[config.mk]
export PLATFORM = sky130hd
export DESIGN_NAME = ifu_fetch
export DESIGN_NICKNAME = d
export VERILOG_FILES = /design/src/rtl/npc_pkg.sv /design/src/rtl/ifu_fetch.sv
export SDC_FILE = /design/constraint.sdc
export NUM_CORES = 1
export LEC_CHECK = 0
export ABC_AREA = 1
export CAP_MARGIN = 20
export CORE_AREA = 2 2 128 130
export CTS_BUF_LIST = sky130_fd_sc_hd__clkbuf_8 sky130_fd_sc_hd__clkbuf_16
export CTS_CLUSTER_DIAMETER = 80
export DETAILED_ROUTE_END_ITERATION = 10
export DIE_AREA = 0 0 130 132
export GPL_TIMING_DRIVEN = 1
export PLACE_DENSITY = 0.89
export SYNTH_ARGS = -nofsm -noshare
export SYNTH_HDL_FRONTEND = slang
export SYNTH_SLANG_ARGS = --single-unit
[constraint.sdc]
create_clock -name clk -period 2.4 [get_ports clk]
set_clock_uncertainty 0.2 [all_clocks]
set_input_delay 0.48 -clock clk [delete_from_list [all_inputs] [get_ports clk]]
set_output_delay 0.48 -clock clk [all_outputs]
set_load 0.03 [all_outputs]
[src/rtl/npc_pkg.sv]
// npc core shared definitions: fetch FSM states and default fetch geometry.
package npc_pkg;

    localparam int          DEF_XLEN     = 64;
    localparam logic [63:0] DEF_RESET_PC = 64'h8000_0000;
    localparam int          INST_W       = 32;

    typedef enum logic [1:0] {
        BOOT,
        REQ,
        WAIT,
        FULL
    } ifu_state_e;

endpackage

[src/rtl/ifu_fetch.sv]
// npc instruction fetch unit: holds the PC, keeps one imem read in flight,
// and hands {pc, inst} to decode; EXU redirects retarget and squash.
module ifu_fetch
    import npc_pkg::*;
#(
    parameter int              XLEN     = DEF_XLEN,
    parameter logic [XLEN-1:0] RESET_PC = XLEN'(DEF_RESET_PC)
) (
    input  logic              clk,
    input  logic              rst_n,
    output logic              imem_req_valid,
    input  logic              imem_req_ready,
    output logic [XLEN-1:0]   imem_req_addr,
    input  logic              imem_rsp_valid,
    input  logic [INST_W-1:0] imem_rsp_data,
    input  logic              redirect_valid,
    input  logic [XLEN-1:0]   redirect_pc,
    output logic              id_valid,
    input  logic              id_ready,
    output logic [XLEN-1:0]   id_pc,
    output logic [INST_W-1:0] id_inst
);

    ifu_state_e        state_q, state_d;
    logic [XLEN-1:0]   pc_q, pc_d;
    logic [INST_W-1:0] inst_q, inst_d;
    logic              drop_q, drop_d;

    logic [XLEN-1:0]   tgt;
    logic              req_hs;
    logic              id_hs;

    assign tgt    = redirect_pc & ~XLEN'(3);
    assign req_hs = (state_q == REQ) && imem_req_ready;
    assign id_hs  = (state_q == FULL) && id_ready;

    always_ff @(posedge clk or negedge rst_n) begin
        if (!rst_n) begin
            state_q <= BOOT;
            pc_q    <= RESET_PC;
            inst_q  <= '0;
            drop_q  <= 1'b0;
        end else begin
            state_q <= state_d;
            pc_q    <= pc_d;
            inst_q  <= inst_d;
            drop_q  <= drop_d;
        end
    end

    always_comb begin
        state_d = state_q;
        pc_d    = pc_q;
        inst_d  = inst_q;
        drop_d  = drop_q;
        unique case (state_q)
            BOOT: begin
                state_d = REQ;
                if (redirect_valid) pc_d = tgt;
            end
            REQ: begin
                if (redirect_valid) pc_d = tgt;
                if (req_hs) begin
                    state_d = WAIT;
                    drop_d  = redirect_valid;
                end
            end
            WAIT: begin
                if (redirect_valid) pc_d = tgt;
                if (imem_rsp_valid) begin
                    drop_d = 1'b0;
                    // a squashed fetch returns to REQ without touching inst_q
                    if (redirect_valid || drop_q) begin
                        state_d = REQ;
                    end else begin
                        inst_d  = imem_rsp_data;
                        state_d = FULL;
                    end
                end else if (redirect_valid) begin
                    drop_d = 1'b1;
                end
            end
            FULL: begin
                if (redirect_valid) begin
                    pc_d    = tgt;
                    state_d = REQ;
                end else if (id_hs) begin
                    pc_d    = pc_q + XLEN'(4);
                    state_d = REQ;
                end
            end
            default: begin
                state_d = BOOT;
            end
        endcase
    end

    always_comb begin
        imem_req_valid = (state_q == REQ);
        imem_req_addr  = pc_q;
        id_valid       = (state_q == FULL);
        id_pc          = pc_q;
        id_inst        = inst_q;
    end

endmodule

Word-level counts from Yosys, hierarchy flattened
Cells that the tools add are included. Widths: inputs -> output; s select.

Register bits: 99. Latch bits: 0. Bits in writable memories: 0. ROM bits: 0. Output and inout port bits: 162. Logic and storage cells: 38. Memories kept: 0.

$add $sub $neg: 1. Multipliers: 0. Div/mod/pow operators: 0. Order comparisons: 0. Equal/unequal tests: 8. Shift operators: 0. Multiplexer cells: 14. Bitwise operators: 1. Reductions and logical operators: 10.

Operator list (number): $mux 64 (3); $pmux 64 s2 (1); $add 64x3->64 const B (1); $mux 2 (5); $reduce_and 3->1 (3); $pmux 2 s4 (1); $eq 2x2->1 const B (2); $ne 2x1->1 const B (2); $mux 1 (3); $ne 3x2->1 const B (1); $ne 3x3->1 const B (1); $reduce_or 3->1 (1); $eq 2x1->1 const B (1); $logic_and 1x1->1 (2); $logic_not 2->1 (1); $ne 2x2->1 const B (1); $pmux 1 s2 (1); $reduce_and 2->1 (1); $reduce_bool 2->1 (1); $logic_or 1x1->1 (1); $not 1->1 (1).

Depth between registers and ports, before layout
Gate-level depths: netlist of the first run.

Word-level depth: 5. Depth in mapped cells: 11.

Least setup slack after synthesis of the first run
Ideal clock, no wire load.

Kind: register to register. Start point: register state_q[0]. End point: register pc_q[19], in the netlist id_pc[19]. Setup time: 0.120 ns. Arrival: 1.776 ns. Slack: 0.304 ns. Cell stages (with the launch flop): 10. Period minus slack after synthesis: 2.096 ns. Cells stage by stage: dfrtp_1 -> ha_1 -> inv_1 -> nor2_4 -> nand2_1 -> o21ai_2 -> buf_1 -> nor2_1 -> o21ai_0 -> inv_1.

Cells in the longest elaborated chain, start to end: 4. Elaborated cells between the ends (all ways): 10. Classes of those cells: 5 x eq/ne; 1 x mux; 4 x reduce/logical.

RTL lines: start: declaration (RTL line ifu_fetch.sv:24) `ifu_state_e state_q, state_d;`; start signal: assignment (RTL line ifu_fetch.sv:44) `state_q <= state_d;`; $eq 2x2->1 (*); named net id_valid (RTL line ifu_fetch.sv:18) `output logic id_valid,`; $logic_and 1x1->1 (RTL line ifu_fetch.sv:35) `assign id_hs = (state_q == FULL) && id_ready;`; $ne 3x2->1 (no source line); $reduce_and 2->1 (no source line); end signal: assignment (RTL line ifu_fetch.sv:45) `pc_q <= pc_d;`; end: declaration (RTL line ifu_fetch.sv:25) `logic [XLEN-1:0] pc_q, pc_d;`.

The timed path passes the listed nets; every way through them passes the cells marked *. A chain may end at the register's enable or synchronous reset.

Worst setup path after layout of the first run
Start point: register pc_q[31], in the netlist id_pc[31]. End point: output port imem_req_addr[31].

RTL lines: end: declaration (RTL line ifu_fetch.sv:13) `output logic [XLEN-1:0] imem_req_addr,`.

No word-level cell between the ends.

==> results, run 1 <==
- The detail route stage leaves a number of antenna-violating nets equal to 0.
- The number of I/O pins is 264.
- The floorplan core area is 15,710 sq um.
- The final total negative setup slack is 0 ns.
- The post-detailed-placement half-perimeter wirelength is 19.49 mm.
- The largest net degree at the start of global routing is 47.
- In this run the power spent charging and discharging nets is 5549 uW.
- The leakage power is 0.004525 uW.
- The first detailed-routing pass took 6 iterations.
- The wire length of the first global-routing pass is 38.41 mm.
- After layout, the worst setup slack is 0.03983 ns.
- The floorplan die area is 17,160 sq um.
- The via count of the first global-routing pass is 7,519.
- The critical path required time is 1.72 ns.
- For this configuration, the core starts out at a cell density of 45.72%.
- The top cell type's share of synthesized area is 33.44%.
- The maximum operating frequency is 0.4237 GHz.
- The sort of element at the end of the critical path is a primary output.
- Relative to the synthesized area, the layout overhead comes to 39.08%.
- In this run switching power makes up 49.21% of total power.
- The cell count of the worst reg-to-reg path is 9.
- Counting both buffers and inverters, the worst setup path holds a total of 1.
- Clock tree synthesis found a total of 97 sinks.
- The largest fanout of any net on the critical path is 6.
- The post-detailed-route DRC marker count is 0.
- Port buffering added 257 buffers.
- The final route contains 7,814 vias.
- The share of total power dissipated in the clock network is 13.2%.
- Dividing the final minimum period by the clock period gives 98.34%.
- The number of rows in the core area is 46.
- The number of storage elements in the synthesis netlist is 97.
- The overall routing resource usage is 28.83%.
- Grouping stages by cell kind, the critical path spends the most delay in buffers and inverters.
- The initial antenna violation count is 0.
- For this run, the leading register cell type out of synthesis is dfrtp_1.
- The share of the yosys chip area belonging to registers is 33.80%.
- The commonest cells after synthesis are 318 x nand2_1, 190 x nor2_1, 100 x inv_1.
- The worst register-to-register path ends at id_pc[38]$_DFFE_PN0P_.
- The tree is rooted in a clkbuf_16.
- Wires add up to 24.95 mm.
- The post-placement worst setup slack is 0.07778 ns.
- The signal on the critical path passes through clkdlybuf4s50_1.
- The clock-pin slew reported for the worst setup and hold paths after clock tree synthesis is 0.07 ns.
- The shortest clock period the worst path allows after layout is 2.360 ns.
- On the worst path, the slowest cell contributes a delay of 0.71 ns.
- Data on the critical path arrives at its endpoint at 1.68 ns.
- In the post-synthesis netlist, the cell with the most instances is nand2_1.
- The width of the chip is 130 microns.
- The run finished with clean final reports.
- The relative slew slack is 65.60%.
- After synthesis, the mean cell area works out to 6.671 sq um.
- From bottom edge to top edge, the die measures 132 microns.
- In the routed layout, each cell is associated on average with a via count of 5.220.
- The worst hold path terminates at id_inst[12]$_DFFE_PN0P_.
- The number of clock buffers added by TritonCTS is 9.
- The starting DRC count in detailed routing is 670.
- The total of endpoints with negative setup slack in the final report is 0.
- The fraction of power consumed by sequential logic is 28.8%.
- In this run the critical register-to-register path is launched from id_pc[12]$_DFFE_PN0P_.
- Summed over all layers, the global routing overflow is 0.
- Counting flops with an async set or reset pin after synthesis yields a share of 100.0%.
- The wire length per cell is 16.67 microns.
- Combinational cells account for 58.0% of the total power.
- The nature of the critical path startpoint is a register.
- The number of diodes added for antenna fixing is 0.
- The H-tree generated during clock tree synthesis spans 3 levels.
- Clock latency on the worst-skew pair, taken at its later pin, is 0.36 ns.
- TritonCTS built the clock tree.
- The worst-case IR drop observed on VDD is 0.0007065 V.
- The final count of hold timing violations is 0.
- After synthesis the cells add up to 7184 sq um.
- Power spread over the standard cell area amounts to 1128 nW/um^2.
- The worst reg-to-reg setup slack is 0.18 ns.
- The synthesized netlist contains 42 unique library cells.
- The biggest area contributor in the post-synthesis netlist is dfrtp_1.
- The number of enable flip-flop cells after synthesis is 0.
- The net count of the finished layout is 1,384.
- The share of post-route cells with drive strength above 1 is 8.587%.
- The tool flagged a number of max-cap violations equal to 0.
- The last weighted congestion value of the routability-driven placer is 0.9586.
- The slew at the pin with the worst max-slew slack is 0.5159 ns.
- Ranked by total cell area, the synthesized netlist is headed by dfrtp_1 33%, nand2_1 17%, nor2_1 9.9%.
- The slowest cell on the critical path is clkdlybuf4s50_1.
- Cell internal power was estimated by the tool at 5727 uW.
- By startpoint and endpoint, the worst setup path is classified as reg2out.
- The startpoint of the worst hold path is id_inst[12]$_DFFE_PN0P_.
- The path class of the lowest-slack min-delay path is reg2reg.
- In this run the deepest clock path goes through 2 buffers.
- Setup repair after global routing left no endpoint under its margin.
- The number of max-slew violations in the final report came to 0.
- Counting every instance in the synthesized netlist gives 1,077.
- The number of warning messages in the yosys log is 0.
- The number of cells traversed by the worst hold path is 1.
## stage by stage
stage / power, uW / cell area, sq um / util [%] / hold WS, ns / std cells
after floorplan: 7243 / 7196 / - / -0.01559 / 1080
after global placement: 9645 / 9689 / 61.67 / 0.2796 / 1480
after detailed placement: 9785 / 9689 / 61.67 / 0.2855 / 1480
after CTS: 11300 / 9991 / 63.59 / 0.3104 / 1497
after global routing: 11860 / 9992 / 63.59 / 0.3234 / 1497
final: 11280 / 9992 / 63.59 / 0.3055 / 1497
## layer usage
metal	GRT usage [%]	share of wire, %	wire [microns]	vias up
met5	0	0	0	-
met4	11.65	3.0	749	0
met3	5.763	9.0	2256	53
met2	51.02	50	12560	392
met1	33.73	38	9383	3638
li1	-	-	-	3731
## final cells by class
class	count	area, sq um
well taps	216	270.3
clock inverters	7	70.07
flip-flops and latches	97	2430
fillers	1413	5720
repair buffers	281	2861
clock buffers	9	225.2
inverters	106	397.9
multi-input cells	781	3737
## logic make-up after synthesis
| kind of cell | count (synthesis) | share of synthesized area (%) |
|---|---|---|
| other | 1 | 0.05220 |
| AND/OR/NAND/NOR | 625 | 36.52 |
| XOR/XNOR | 8 | 0.9753 |
| flip-flops | 97 | 33.80 |
| buffers and inverters | 202 | 14.44 |
| AO/OA/AOI/OAI | 106 | 8.151 |
| adder cells (fa/ha/maj) | 6 | 1.045 |
| multiplexers | 32 | 5.016 |
## worst max-delay path by stage
| stage | startpoint | endpoint | slack, ns | depth (start not counted) |
|---|---|---|---|---|
| global placement | redirect_valid | id_pc[40]$_DFFE_PN0P_ | 0.13 | 9 |
| detailed placement | redirect_valid | id_pc[40]$_DFFE_PN0P_ | 0.08 | 9 |
| global route | id_pc[15]$_DFFE_PN0P_ | id_pc[43]$_DFFE_PN0P_ | 0.02 | 9 |
| finish | id_pc[31]$_DFFE_PN1P_ | imem_req_addr[31] | 0.04 | 1 |
| CTS | id_pc[4]$_DFFE_PN0P_ | id_pc[4] | 0.002 | 1 |
| floorplan | state_q[0]$_DFFE_PN0P_ | id_pc[19]$_DFFE_PN0P_ | 0.30 | 9 |
## state kept, by name, summed over array words and instances (netlist names)
name and cells:
id_inst 32, state_q 2, id_pc 62, drop_q 1
## power groups by stage
stage	Combinational [uW]	Clock, uW	Sequential [uW]
floorplan	3110	0	4130
detailed placement	6530	0	3250
finish	6540	1490	3250
global route	6950	1570	3340
global placement	6420	0	3230
CTS	6560	1510	3230
## cell usage in the layout, fill, tap and decap left out, drive strengths merged
master / n
a31o: 1
buf: 24
dfstp: 1
o21ai: 54
mux2: 32
clkbuf: 9
a32o: 1
a22oi: 1
o31ai: 2
nand3: 67
xor2: 7
nand2: 328
o22a: 1
o21bai: 3
conb: 4
xnor2: 1
nor2: 208
ha: 6
clkinvlp: 2
clkinv: 1
clkdlybuf4s50: 253
o22ai: 4
nand4: 15
bufinv: 1
dfrtp: 96
inv: 109
dlygate4sd3: 1
a2bb2oi: 3
a31oi: 3
dlygate4sd2: 3
nand3b: 1
nor3: 6
o221ai: 1
a21oi: 32
## what timing repair did
action | CTS | global route
buffers inserted | 0 | 0
resized for setup | 3 | 1
hold buffers | 1 | 0
hold endpoints to repair | 33 | 0
setup endpoints to repair | 4 | 1
Power figures use the tool's default switching activity.
==> run 2, diff against run 1 <==
--- a/config.mk
+++ b/config.mk
@@ -8,3 +8,3 @@
 export ABC_AREA = 1
-export CAP_MARGIN = 20
+export CAP_MARGIN = 5
 export CORE_AREA = 2 2 128 130
--- a/constraint.sdc
+++ b/constraint.sdc
@@ -4,2 +4,2 @@
 set_output_delay 0.48 -clock clk [all_outputs]
-set_load 0.03 [all_outputs]
+set_load 0.01 [all_outputs]
==> run 2 against run 1 <==
  * The flow now finishes with violations (hold timing)
  * Combinational power down 24%
  * Via count down 0.12%
  * Worst setup slack better by 0.099 ns
  * Total power down 14%
  * Non-clock buffer count down 2
  * Flip-flop and latch count unchanged
  * Wire length about the same
  * Count of clock-buffer cells in the layout unchanged
  * Sequential share of layout area up 0.058 points
  * First-iteration DRC count down 10%
  * Core utilization down 0.18 points
  * Register-to-register slack about the same
==> results, run 2 (same netlist as run 1, synthesis figures left out) <==
- The number of max-slew violations in the final report was 0 (unchanged).
- The library cell used most frequently in the layout, excluding fill and tap cells, is nand2_1.
- The wire length per cell is 16.71 microns (+0.27%).
- The slew at the pin with the worst max-slew slack came to 0.5482 ns (+0.03229 ns).
- The starting DRC count in detailed routing is 603 (-10%).
- The wire length of the first global-routing pass was 39.07 mm (+1.7%).
- The critical path class is reg2out.
- The number of diodes added for antenna fixing was 0 (unchanged).
- The checks that failed: hold timing.
- The floorplan core area is 15,710 sq um (unchanged).
- The critical path required time is 1.72 ns (about the same).
- The relative slew slack is 63.45% (-2.2 points).
- The shortest clock period the worst path allows after layout came to 2.261 ns (-0.09945 ns).
- The maximum operating frequency came to 0.4423 GHz (+4.4%).
- Setup repair after global routing left no endpoint under its margin.
- The via count of the first global-routing pass is 7,623 (+1.4%).
- The final count of hold timing violations is 39 (+39).
- The largest net degree at the start of global routing is 98 (+110%).
- The total of fill cells in the finished design is 1,397 (-1.1%).
- The final wirelength is 24.97 mm (about the same).
- The final total negative setup slack is 0 ns (unchanged).
- The overall routing resource usage is 29.20% (+0.38 points).
- The worst IR drop on VDD was 0.0006642 V (-6.0%).
- The cell count of the worst reg-to-reg path is 9 (unchanged).
- The total number of H-tree levels is 3 (unchanged).
- The clock insertion delay at the later pin of the skew report was 0.36 ns (about the same).
- The floorplan die area is 17,160 sq um (unchanged).
- The clock-pin slew reported for the worst setup and hold paths after clock tree synthesis is 0.07 ns (about the same).
- The initial cell density of the core is 45.72% (unchanged).
- The worst reg-to-reg setup slack is 0.18 ns (about the same).
- The worst path arrival time came to 1.58 ns (-0.10 ns).
- The path class of the lowest-slack min-delay path is in2async.
- Leaving out fill and tap cells, the most frequent cells in the layout are 318 x nand2_1, 255 x clkdlybuf4s50_1, 190 x nor2_1, 101 x inv_1, 96 x dfrtp_1.
- The number of I/O pins is 264 (unchanged).
- The number of max-capacitance violations reported was 0 (unchanged).
- The hold slack is -0.02664 ns (-0.3321 ns).
- The sort of element at the end of the critical path is a primary output.
- The nature of the critical path startpoint is a register.
- The number of flip-flops under the largest register name is 62 (unchanged).
- The overall overflow remaining after global route came to 0 (unchanged).
- The maximum number of buffers from clock root to sink is 2 (unchanged).
- The initial antenna violation count is 0 (unchanged).
- The post-detailed-route DRC marker count is 0 (unchanged).
- The share of post-route cells with drive strength above 1 is 8.451% (-0.14 points).
- The clock net sink count is 97 (unchanged).
- The source of the critical timing path is state_q[0]$_DFFE_PN0P_.
- The final antenna-violating net count is 0 (unchanged).
- The via density per instance came to 5.224 (about the same).
- The total vias in the final route was 7,805 (-0.12%).
- The net total in the final layout came to 1,382 (-0.14%).
- The total of endpoints with negative setup slack in the final report is 0 (unchanged).
- The critical path ends at id_valid.
- The width of the chip was 130 microns (unchanged).
- The number of rows in the core area is 46 (unchanged).
- The number of I/O port buffers came to 257 (unchanged).
- The reg-to-reg critical path endpoint is id_pc[57]$_DFFE_PN0P_.
- The clock buffer count from CTS is 9 (unchanged).
- The largest fanout of any net on the critical path is 6 (unchanged).
- The last weighted congestion value of the routability-driven placer is 0.9715 (+1.3%).
- The height of the die is 132 microns (unchanged).
- The count of hold buffers inserted by post-cts repair came to 0 (-1).
- The leakage power is 0.004510 uW (-0.33%).
- The cell area power density came to 974.7 nW/um^2 (-14%).
- Compared with the post-synthesis result, the final layout area differs by 38.68%.
- The flow ran to the end, but the final reports show violations.
- The final cycle utilization of the critical path is 94.20% (-4.1 points).
- The post-detailed-placement half-perimeter wirelength is 19.51 mm (about the same).
- TritonCTS built the clock tree.
- The number of iterations in the first detailed-routing pass is 5 (-1).
- The startpoint identified for the worst register-to-register timing path is id_pc[12]$_DFFE_PN0P_.
- The cell at the root of the clock tree is clkbuf_16.
==> run 2: cell types whose count changed in the layout (fill, tap and decap cells not counted), sizes merged <==
cell | previous run | this run
buf | 24 | 23
clkdlybuf4s50 | 253 | 255
dlygate4sd2 | 3 | 0
dlygate4sd3 | 1 | 0
dlymetal6s2s | 0 | 1
inv | 109 | 108
==> run 2: how the worst min path moves through the flow <==
stage          slack [ns]                     end              startpoint  depth (start not counted)
3_3_place_gp         0.28      drop_q$_DFFE_PN0P_      drop_q$_DFFE_PN0P_                          1
2_1_floorplan       -0.02      drop_q$_DFFE_PN0P_                   rst_n                          0
6_report            -0.03   id_pc[44]$_DFFE_PN0P_                   rst_n                          2
4_1_cts             0.009   id_pc[44]$_DFFE_PN0P_                   rst_n                          2
3_5_place_dp         0.30  id_inst[6]$_DFFE_PN0P_  id_inst[6]$_DFFE_PN0P_                          1
5_1_grt              0.03   id_pc[44]$_DFFE_PN0P_                   rst_n                          2
==> run 2: through the flow <==
step / power, uW / worst slack, ns / utilization [%] / cells / instance area, sq um
global placement: 8094 / 0.1195 / 61.54 / 1479 / 9669
floorplan: 5689 / 0.4894 / - / 1080 / 7196
CTS: 9747 / 0.02766 / 63.39 / 1494 / 9961
detailed placement: 8237 / 0.09978 / 61.54 / 1479 / 9669
finish: 9711 / 0.1393 / 63.41 / 1494 / 9963
global route: 10320 / 0.03778 / 63.41 / 1494 / 9963
==> run 2: final cells by class <==
| cell class | count | area [sq um] | share of cell area (%) |
|---|---|---|---|
| Multi-Input combinational cell | 781 | 3737 | 37.51 |
| Timing Repair Buffer | 279 | 2838 | 28.48 |
| Sequential cell | 97 | 2429 | 24.38 |
| Inverter | 106 | 397.9 | 3.993 |
| Tap cell | 216 | 270.3 | 2.713 |
| Clock buffer | 9 | 225.2 | 2.260 |
| Clock inverter | 6 | 66.31 | 0.6656 |
==> run 2: per-layer routing <==
layer	vias to the layer above	global-route usage (%)	part of all wire [%]
met5	-	0	0
met4	0	12.49	3.5
met2	390	50.41	50
li1	3716	-	-
met3	62	5.479	8.3
met1	3637	35.24	38
==> run 2: power breakdown <==
group | switching (uW) | leakage, uW | internal, uW | total, uW
registers | 987 | 0.00118 | 2260 | 3250
logic | 2320 | 0.00319 | 2670 | 4990
clock network | 670 | 0.000140 | 807 | 1480
total | 3980 | 0.00451 | 5730 | 9710
==> run 2: critical path: stages, from the launching register on <==
cell             delay (ns)
dfrtp_1                0.47
ha_1                   0.22
clkdlybuf4s50_1        0.54
==> run 2: timing repair <==
action,in CTS,in global routing
setup buffers,0,0
resized for setup,0,1
setup endpoints to repair,0,1
==> run 3, diff against run 2 <==
- CTS_CLUSTER_DIAMETER: 80 -> 200
==> results of run 3 <==
Final layout, timing and power as in run 2 (identical DEF).
